<file path="src/rtl/fpu_csr_pkg.sv">
// Shared constants for the FP CSR slice: CSR addresses, access opcodes,
// RISC-V and adder rounding-mode encodings, and fflags bit positions.
package fpu_csr_pkg;

  localparam logic [11:0] CSR_ADDR_FFLAGS = 12'h001;
  localparam logic [11:0] CSR_ADDR_FRM    = 12'h002;
  localparam logic [11:0] CSR_ADDR_FCSR   = 12'h003;

  typedef enum logic [1:0] {
    CSR_OP_READ  = 2'b00,
    CSR_OP_WRITE = 2'b01,
    CSR_OP_SET   = 2'b10,
    CSR_OP_CLEAR = 2'b11
  } csr_op_e;

  localparam logic [2:0] RM_RNE = 3'b000;
  localparam logic [2:0] RM_RTZ = 3'b001;
  localparam logic [2:0] RM_RDN = 3'b010;
  localparam logic [2:0] RM_RUP = 3'b011;
  localparam logic [2:0] RM_RMM = 3'b100;
  localparam logic [2:0] RM_DYN = 3'b111;

  localparam logic [1:0] FADD_RNE = 2'b00;
  localparam logic [1:0] FADD_RDN = 2'b01;
  localparam logic [1:0] FADD_RUP = 2'b10;
  localparam logic [1:0] FADD_RTZ = 2'b11;

  localparam int FLAG_NV = 4;
  localparam int FLAG_DZ = 3;
  localparam int FLAG_OF = 2;
  localparam int FLAG_UF = 1;
  localparam int FLAG_NX = 0;

  // Result of a CSR write/set/clear on an 8-bit field image; read leaves it intact.
  function automatic logic [7:0] csr_apply(input csr_op_e op, input logic [7:0] old_v,
                                           input logic [7:0] data);
    case (op)
      CSR_OP_WRITE: csr_apply = data;
      CSR_OP_SET:   csr_apply = old_v | data;
      CSR_OP_CLEAR: csr_apply = old_v & ~data;
      default:      csr_apply = old_v;
    endcase
  endfunction

endpackage

</file>
<file path="src/rtl/fpu_rm_decode.sv">
// Combinational rounding-mode resolution: picks static or dynamic rm and maps
// it onto the adder's 2-bit encoding, flagging modes the adder cannot do.
module fpu_rm_decode
  import fpu_csr_pkg::*;
(
  input  logic [2:0] instr_rm,
  input  logic [2:0] frm,
  output logic [1:0] fadd_rm,
  output logic       rm_illegal
);

  logic [2:0] eff_rm;

  always_comb begin
    eff_rm     = (instr_rm == RM_DYN) ? frm : instr_rm;
    fadd_rm    = FADD_RNE;
    rm_illegal = 1'b0;
    case (eff_rm)
      RM_RNE:  fadd_rm = FADD_RNE;
      RM_RTZ:  fadd_rm = FADD_RTZ;
      RM_RDN:  fadd_rm = FADD_RDN;
      RM_RUP:  fadd_rm = FADD_RUP;
      // RMM, reserved codes, and a dynamic frm that is itself DYN
      default: rm_illegal = 1'b1;
    endcase
  end

endmodule

</file>
<file path="src/rtl/fpu_csr.sv">
// fflags/frm/fcsr register block for the FP adder: accumulates adder exception
// flags through a one-entry pending stage and serves single-cycle CSR accesses.
module fpu_csr
  import fpu_csr_pkg::*;
#(
  parameter logic [2:0]  RESET_FRM   = 3'b000,
  parameter logic [11:0] ADDR_FFLAGS = CSR_ADDR_FFLAGS,
  parameter logic [11:0] ADDR_FRM    = CSR_ADDR_FRM,
  parameter logic [11:0] ADDR_FCSR   = CSR_ADDR_FCSR
) (
  input  logic        clk,
  input  logic        rst_n,
  input  logic        fp_valid,
  input  logic        fp_invalid,
  input  logic        fp_of,
  input  logic        fp_uf,
  input  logic        fp_nx,
  input  logic [2:0]  instr_rm,
  output logic [1:0]  fadd_rm,
  output logic        rm_illegal,
  input  logic        csr_req,
  input  logic [1:0]  csr_op,
  input  logic [11:0] csr_addr,
  input  logic [31:0] csr_wdata,
  output logic        csr_rvalid,
  output logic [31:0] csr_rdata,
  output logic        csr_illegal,
  output logic [2:0]  frm,
  output logic [4:0]  fflags
);

  // CSR handshake: csr_req is a one-cycle strobe with no backpressure, so a new
  // access may arrive every cycle; csr_rvalid answers each one exactly one cycle later.

  logic [4:0]  pend_flags;
  logic        pend_valid;
  logic [4:0]  in_flags;
  logic [4:0]  pend_merge;
  logic        sel_ff, sel_frm, sel_fcsr, addr_hit, wr_en;
  logic [7:0]  old_img, new_img;
  logic [31:0] rd_val;
  logic [4:0]  fflags_nxt;
  logic [2:0]  frm_nxt;
  csr_op_e     op;

  fpu_rm_decode u_rm_decode (
    .instr_rm   (instr_rm),
    .frm        (frm),
    .fadd_rm    (fadd_rm),
    .rm_illegal (rm_illegal)
  );

  always_comb begin
    in_flags          = '0;
    in_flags[FLAG_NV] = fp_invalid;
    in_flags[FLAG_OF] = fp_of;
    in_flags[FLAG_UF] = fp_uf;
    in_flags[FLAG_NX] = fp_nx;
  end

  always_comb begin
    op         = csr_op_e'(csr_op);
    pend_merge = pend_valid ? pend_flags : 5'b0;
    sel_ff     = (csr_addr == ADDR_FFLAGS);
    sel_frm    = (csr_addr == ADDR_FRM);
    sel_fcsr   = (csr_addr == ADDR_FCSR);
    addr_hit   = sel_ff | sel_frm | sel_fcsr;
    wr_en      = csr_req && addr_hit && (op != CSR_OP_READ);

    // Read returns the pre-write value, with flags still in the pending stage folded in.
    rd_val = 32'b0;
    if (sel_ff)   rd_val = {27'b0, fflags | pend_merge};
    if (sel_frm)  rd_val = {29'b0, frm};
    if (sel_fcsr) rd_val = {24'b0, frm, fflags | pend_merge};

    old_img = 8'b0;
    if (sel_ff)   old_img = {3'b0, fflags};
    if (sel_frm)  old_img = {5'b0, frm};
    if (sel_fcsr) old_img = {frm, fflags};
    new_img = csr_apply(op, old_img, csr_wdata[7:0]);

    fflags_nxt = fflags;
    frm_nxt    = frm;
    if (wr_en) begin
      if (sel_ff)   fflags_nxt = new_img[4:0];
      if (sel_frm)  frm_nxt    = new_img[2:0];
      if (sel_fcsr) {frm_nxt, fflags_nxt} = new_img;
    end
    // Pending adder flags survive a same-cycle CSR write to fflags.
    fflags_nxt = fflags_nxt | pend_merge;
  end

  always_ff @(posedge clk or negedge rst_n) begin
    if (!rst_n) begin
      fflags      <= 5'b0;
      frm         <= RESET_FRM;
      pend_valid  <= 1'b0;
      pend_flags  <= 5'b0;
      csr_rvalid  <= 1'b0;
      csr_rdata   <= 32'b0;
      csr_illegal <= 1'b0;
    end else begin
      fflags      <= fflags_nxt;
      frm         <= frm_nxt;
      pend_valid  <= fp_valid;
      pend_flags  <= fp_valid ? in_flags : 5'b0;
      csr_rvalid  <= csr_req;
      csr_rdata   <= (csr_req && addr_hit) ? rd_val : 32'b0;
      csr_illegal <= csr_req && !addr_hit;
    end
  end

endmodule

</file>
<file path="config.mk">
export PLATFORM = sky130hd
export DESIGN_NAME = fpu_csr
export DESIGN_NICKNAME = d
export VERILOG_FILES = /design/src/rtl/fpu_csr_pkg.sv /design/src/rtl/fpu_rm_decode.sv /design/src/rtl/fpu_csr.sv
export SDC_FILE = /design/constraint.sdc
export NUM_CORES = 1
export LEC_CHECK = 0
export ABC_AREA = 1
export BUFFER_PORTS_ARGS = -buffer_cell sky130_fd_sc_hd__buf_2
export CELL_PAD_IN_SITES_DETAIL_PLACEMENT = 0
export CELL_PAD_IN_SITES_GLOBAL_PLACEMENT = 2
export CORE_MARGIN = 5
export CORE_UTILIZATION = 22
export CTS_BUF_LIST = sky130_fd_sc_hd__clkbuf_16
export DETAILED_ROUTE_END_ITERATION = 8
export PLACE_DENSITY = 0.82
export SKIP_CTS_REPAIR_TIMING = 1
export SLEW_MARGIN = 15
export SYNTH_ARGS = -nofsm -noshare
export SYNTH_HDL_FRONTEND = slang
export SYNTH_SLANG_ARGS = --single-unit
</file>
<file path="constraint.sdc">
create_clock -name clk -period 2.9 [get_ports clk]
set_input_delay 0.58 -clock clk [delete_from_list [all_inputs] [get_ports clk]]
set_output_delay 0.58 -clock clk [all_outputs]
set_load 0.03 [all_outputs]
</file>
==> results of run 1 <==
## state kept, by name, indices dropped and copies added, names as in the netlist
name,cells
csr_rvalid,1
csr_rdata,8
fflags,5
frm,3
pend_valid,1
pend_flags,4
csr_illegal,1
## critical path, delay by kind of cell (launching register included)
family | cells | cell delay [ns]
flops | 1 | 0.39
buf+inv | 2 | 0.37
simple gates | 3 | 0.27
xor+xnor | 1 | 0.07
## layout make-up
class | count | area (µm²) | share of cell area [%]
multi-input cells | 148 | 738 | 39.4
inverters | 29 | 114 | 6.08
clock buffers | 3 | 75.1 | 4.01
repair buffers | 53 | 265 | 14.2
clock inverters | 1 | 5.00 | 0.267
flip-flops and latches | 23 | 576 | 30.7
well taps | 80 | 100 | 5.34
## synth_stat cells (all sizes together) (2+ instances only)
master,count,area (µm²)
nand2,55,234
nand4,2,12.5
nor2,25,144
nand3,16,105
inv,28,105
dfrtp,23,576
a21oi,7,35.0
nor3,5,25.0
o22ai,3,18.8
o21ai,8,51.3
buf,24,180
## path summary, 6_finish.rpt
path / start / end / slack (ns)
max: frm[0] / fadd_rm[0] / 0.96
min: rst_n / csr_rdata[5] / 0.28
max reg2reg: frm[1] / fflags[1] / 1.72
min reg2reg: pend_flags[0] / fflags[0] / 0.50
max in group asynchronous: rst_n / fflags[1] / 2.26
min in group clk: csr_req / csr_rvalid / 0.46
## power by group through the flow
stage	Combinational, mW	Clock (mW)	Sequential [mW]
final	0.138	0.303	0.328
after global routing	0.154	0.329	0.328
after CTS	0.139	0.311	0.328
after detailed placement	0.139	0	0.334
after global placement	0.138	0	0.334
after floorplan	0.115	0	0.337
## through the flow
stage | cells | hold WS [ns] | power (mW) | util (%)
after floorplan | 224 | 0.284 | 0.452 | -
after global placement | 333 | 0.492 | 0.472 | 26.5
after detailed placement | 333 | 0.479 | 0.473 | 26.5
after CTS | 337 | 0.304 | 0.778 | 27.7
after global routing | 337 | 0.341 | 0.811 | 27.7
final | 337 | 0.285 | 0.769 | 27.7
## kinds of logic (layout without fill, tap and decap cells)
kind of cell | count (synthesis) | in the layout | synth area share (%)
flops | 23 | 23 | 37.8
simple gates | 103 | 103 | 34.2
xor+xnor | 1 | 1 | 0.576
buf+inv | 53 | 86 | 19.3
compound gates | 20 | 20 | 7.81
other cells | 1 | 24 | 0.246
## per-layer routing
| metal | up-vias | wire length, µm | GRT usage (%) |
|---|---|---|---|
| met3 | 2 | 359 | 2.17 |
| met2 | 54 | 1760 | 14.7 |
| li1 | 691 | - | - |
| met4 | 0 | 37 | 2.93 |
| met1 | 586 | 1620 | 11.1 |
| met5 | - | 0 | 0 |
==> key figures, run 1 <==
Synthesis
  • Async SR Flop Fraction: between 90% and 100%
  • Seq/Total Area, Yosys: 37.8%
  • Main synth FF type: dfrtp_1
  • Post-Syn Instances: 201
  • Synthesized area: 0.00152 mm²
  • Seq cells post-synth: 23
  • YS warnings: 0
  • EDFF count, synth: 0
  • Avg Cell Area, Syn: 7.57 µm²
  • Yosys cell types: 25

Timing
  • Worst-margin pin slew: 0.511 ns
  • Rel. slew slack: 65.9%
  • Clock skew: between 0.005 and 0.006 ns
  • Post-route minimum period: 1.94 ns
  • Max Clock Freq: between 500 and 600 MHz
  • Period utilisation layout: roughly 67%
  • Worst Slack Setup Final: 0.963 ns
  • Post-Route Setup TNS: 0 ns
  • Finish-stage setup viols: 0
  • Max Transition Viols Final: 0
  • Final count of hold timing violations: 0
  • RSZ-0062 raised after global routing: no

Route
  • Antenna Nets Post-Route: 0
  • Remaining routing DRC violations: 0
  • First-pass DRT Iterations: 4
  • First DRT Iteration DRCs: 70
  • Routed vias: 1,333
  • Mean routed wirelength per cell: roughly 11 µm
  • Wirelength, routed: 3.77 mm
  • Vias per inst: 3.96

Power and ir drop
  • Pwr Density: 411 mW/mm²
  • Clock network power share: 39.4%
  • VDD IR-drop max: 0.116 mV
  • Pint: 546 µW
  • Seq pwr share: 42.6%
  • P_leak: 1.11 nW
  • Net Sw Power: 223 µW
  • Comb power frac: 18.0%
  • Switching share of power: 29.0%

Place
  • Hpwl dp: 3.21 mm
  • Final Wtd Congestion: 0.690
  • IO buf count: 53
  • Placed cell area: 0.00179 mm²
  • Post-Place Worst Slack: 1.04 ns

Final layout
  • Commonest non-fill, non-tap cell in the layout: buf_2
  • Most frequent cells in the layout: buf_2, nand2_1, conb_1
  • Fin nets: 315
  • Fraction of layout cells with a size suffix above 1: 30.4%
  • Design Area, Final: 0.00187 mm²
  • Synthesis-to-finish area growth: 23.1%
  • # diodes: 0
  • Filler cell count: 749

CTS
  • Worst-case clock buffer depth: 2
  • CTS tree: built
  • # H-tree levels: 1
  • Total CTS buffers: 3
  • CTS Root Cell: clkbuf_16
  • Num Clock Sinks: 23
  • Clk slew on worst S/H paths: 0.07 ns
  • Clk_lat worst skew: 0.26 ns

Die
  • Die Y: 93.2 µm
  • CORE AREA: 0.00676 mm²
  • Die W: 93.2 µm
  • Starting Density: 22.5%
  • Row count: 30
  • I/O Pins: 102
  • Die ar.: slightly below 0.009 mm²

Global routing
  • Vias in the first global route: 1,275
  • Initial antenna violation count: 0
  • Largest net degree at the start of global routing: 24
  • First-pass GRT wire length: 6.05 mm
  • GRT Residual Overflow: 0
  • Global Route Usage Sum: 8.81%

Setup path
  • CP Cell Sequence: inv_1 -> nand3_1 -> nand2_1 -> xnor2_1 -> nor2_1 -> buf_2
  • WP data required: 2.32 ns
  • Critical Path Max Stage Delay: 0.39 ns
  • Crit end category: output port
  • R2R depth: 8
  • Worst setup path class: reg2out
  • Critical path peak fanout: 4
  • Crit path DAT: 1.36 ns
  • Crit-path slowest cell: dfrtp_1
  • Setup crit start kind: register

Run
  • Max cap viols: 0

Run status
  • Outcome: completed

Hold path
  • Worst Hold Class: in2async
(Power assumes the default switching activity.)
==> inputs of run 2 (changes only) <==
ABC_AREA = 0   (was 1)
CORE_UTILIZATION = 19   (was 22)
PLACE_DENSITY = 0.72   (was 0.82)
clock period = 1.62 ns   (was 2.9 ns; I/O delays follow)
==> run 2 against run 1 <==
Against the previous run:
- core utilization shrank 0.99 points
- cell count shrank 4.5%
- clock power grew 71%
- clock skew shrank 0.0025 ns
- sequential power grew 80%
- via count shrank 3.5%
- worst setup slack lost 0.89 ns
- first-iteration DRC count shrank 47%
- combinational power grew 100%
- register-to-register slack lost 1.3 ns
==> key figures, run 2 <==
Synthesis
  • Synthesized area: 0.00144 mm² (-5.2%)
  • Seq/Total Area, Yosys: 39.9% (+2.1 points)
  • Avg Cell Area, Syn: 9.62 µm² (+27%)
  • Seq cells post-synth: 23 (unchanged)
  • EDFF count, synth: 0 (unchanged)
  • Post-synth top area cell: dfrtp_1
  • Yosys cell types: 35 (+40%)
  • Top cell type's share of synthesized area: 39.9% (+2.1 points)
  • Cell with the most instances after synthesis: buf_4
  • Main synth FF type: dfrtp_1
  • Main area contributors after synthesis: dfrtp_1, buf_4, and2_1, a22o_4, and3_1
  • Post-Syn Instances: 150 (-25%)
  • YS warnings: 0 (unchanged)
  • Async SR Flop Fraction: 100% (unchanged)
  • Post-synth top cells: buf_4, dfrtp_1, and2_1

CTS
  • Clk slew on worst S/H paths: 0.06 ns (about the same)
  • CTS Root Cell: clkbuf_16
  • Total CTS buffers: 3 (unchanged)
  • # H-tree levels: 1 (unchanged)
  • CTS tree: built
  • Num Clock Sinks: 23 (unchanged)
  • Clk_lat worst skew: 0.25 ns (about the same)
  • Worst-case clock buffer depth: 2 (unchanged)

Die
  • CORE AREA: 0.00733 mm² (+8.5%)
  • I/O Pins: 102 (unchanged)
  • Die Y: 97.1 µm (+4.3%)
  • Die ar.: 0.00944 mm² (+8.7%)
  • Die W: 97.1 µm (+4.3%)
  • Row count: 31 (+3.3%)
  • Starting Density: 19.7% (-2.8 points)

Final layout
  • Commonest non-fill, non-tap cell in the layout: buf_2
  • Synthesis-to-finish area growth: 35.8%
  • Most frequent cells in the layout: buf_2, conb_1, dfrtp_1
  • Max FFs per register: 8 (unchanged)
  • Fraction of layout cells with a size suffix above 1: 37.7% (+7.3 points)
  • Most flops, register: csr_rdata
  • Fin nets: 281 (-11%)
  • Filler cell count: 817 (+9.1%)
  • Final core utilization: 26.7% (-0.99 points)
  • # diodes: 0 (unchanged)
  • Top Registers: csr_rdata: 8 flops, fflags: 5 flops, pend_flags: 4 flops

Route
  • Wirelength, routed: 4.01 mm (+6.2%)
  • Remaining routing DRC violations: 0 (unchanged)
  • Met1 WL: 1.77 mm (+9.6%)
  • Antenna Nets Post-Route: 0 (unchanged)
  • Met3 WL post-DR: 329 µm (-8.4%)
  • First DRT Iteration DRCs: 37 (-47%)
  • Met2 wire length: 1.86 mm (+5.8%)
  • Routed vias: 1,287 (-3.5%)
  • Top layer in use: met4
  • Mean routed wirelength per cell: 12.4 µm (+11%)
  • Vias per inst: 4.00 (+1.0%)
  • First-pass DRT Iterations: 4 (unchanged)

Run status
  • Outcome: completed

Timing
  • Post-route minimum period: 1.55 ns
  • Clock skew: 0.00297 ns (-0.00246 ns)
  • Post-Route Setup TNS: 0 ns (unchanged)
  • Rel. slew slack: 65.4% (-0.48 points)
  • Worst hold margin: 0.0410 ns (-0.244 ns)
  • Worst-margin pin slew: 0.518 ns (+0.00716 ns)
  • RSZ-0062 raised after global routing: no
  • Finish-stage setup viols: 0 (unchanged)
  • Final count of hold timing violations: 0 (unchanged)
  • Period utilisation layout: 95.7%
  • Max Transition Viols Final: 0 (unchanged)
  • Max Clock Freq: 645 MHz

Power and ir drop
  • VDD IR-drop max: 0.284 mV (+140%)
  • Comb power frac: 19.9% (+1.9 points)
  • P_leak: 0.980 nW (-11%)
  • Net Sw Power: 376 µW (+69%)
  • Switching share of power: 27.2% (-1.8 points)
  • Pwr Density: 706 mW/mm² (+72%)
  • Tot Pwr: 1.38 mW (+80%)
  • Seq pwr share: 42.6% (about the same)
  • Pint: 1.01 mW (+84%)
  • Clock network power share: 37.5% (-1.9 points)

Global routing
  • Largest net degree at the start of global routing: 24 (unchanged)
  • Initial antenna violation count: 0 (unchanged)
  • Global Route Usage Sum: 8.71% (-0.10 points)
  • First-pass GRT wire length: 6.70 mm (+11%)
  • GRT Residual Overflow: 0 (unchanged)
  • Vias in the first global route: 1,350 (+5.9%)

Setup path
  • WP data required: 1.30 ns (-1.02 ns)
  • Worst setup path class: reg2out
  • Crit path DAT: 1.23 ns (-0.13 ns)
  • Crit end category: output port
  • Setup crit start kind: register
  • Critical path peak fanout: 7 (+3)

Place
  • IO buf count: 53 (unchanged)
  • Hpwl dp: 3.41 mm (+6.5%)
  • Final Wtd Congestion: 0.752 (+8.9%)

Hold path
  • Worst Hold Class: in2async

Run
  • Max cap viols: 0 (unchanged)
==> run 2: cell types whose count changed after synthesis, moves of 4 or more <==
cell     previous run  this run
nand2_1            48         6
inv_2               5         0
and3_1              0         7
nor2b_1             0         6
inv_1              23         2
nand2_2             5         0
nor3_1              5         1
nand3_1            14         6
and2_1              0        11
xnor2_1             1         5
nor2_1             20         6
==> run 2: cells by family (layout without fill, tap and decap cells) <==
family	Yosys count	in the layout	share of synthesized area [%]
DFF	23	23	39.9
AOI/OAI and AO/OA	38	38	19.2
other	1	24	0.260
and+or+nand+nor	52	52	22.3
buffers and inverters	29	79	14.1
xor gates and xnor gates	7	7	4.25
==> run 2: critical path, cell delays in order (launching register included) <==
cell and delay, ns:
dfrtp_2 0.46, xor2_1 0.15, nand4_1 0.10, o21ai_0 0.09, buf_4 0.19
==> run 2: power groups by stage <==
stage                     clock network, mW  logic, mW  registers, mW
after floorplan                           0      0.200          0.605
after global placement                    0      0.273          0.599
after detailed placement                  0      0.276          0.599
after CTS                             0.538      0.276          0.589
after global routing                  0.566      0.302          0.589
final                                 0.519      0.276          0.589
==> run 2: cell type report <==
type                    count  area (µm²)  area share, %
clock inverters             1        3.75          0.192
flip-flops and latches     23         577           29.4
repair buffers             73         420           21.5
well taps                  99         124           6.32
inverters                   2        7.51          0.383
multi-input cells         121         752           38.4
clock buffers               3        75.1           3.83
==> run 2: final timing paths <==
kind / cells past startpoint / end / start / slack [ns]
max: 4 / fadd_rm[0] / frm[0] / 0.07
min: 1 / csr_rdata[4] / rst_n / 0.04
max reg2reg: 4 / frm[1] / fflags[1] / 0.47
min reg2reg: 2 / fflags[3] / fflags[3] / 0.52
max in group asynchronous: 1 / frm[0] / rst_n / 1.20
min in group clk: 1 / pend_valid / fp_valid / 0.22
==> run 2: per-stage QoR <==
stage               cell area (µm²)  cells  setup slack, ns
CTS                            1950    322          -0.0382
detailed placement             1870    318          -0.0767
floorplan                      1530    173         -0.00200
finish                         1960    322           0.0696
global placement               1870    318          -0.0794
global route                   1960    322          0.00231
==> run 2: layer usage <==
layer / global-route usage [%] / vias to the layer above
met5: 0 / -
met4: 2.92 / 0
met3: 1.87 / 4
met2: 14.5 / 60
met1: 11.1 / 590
li1: - / 633
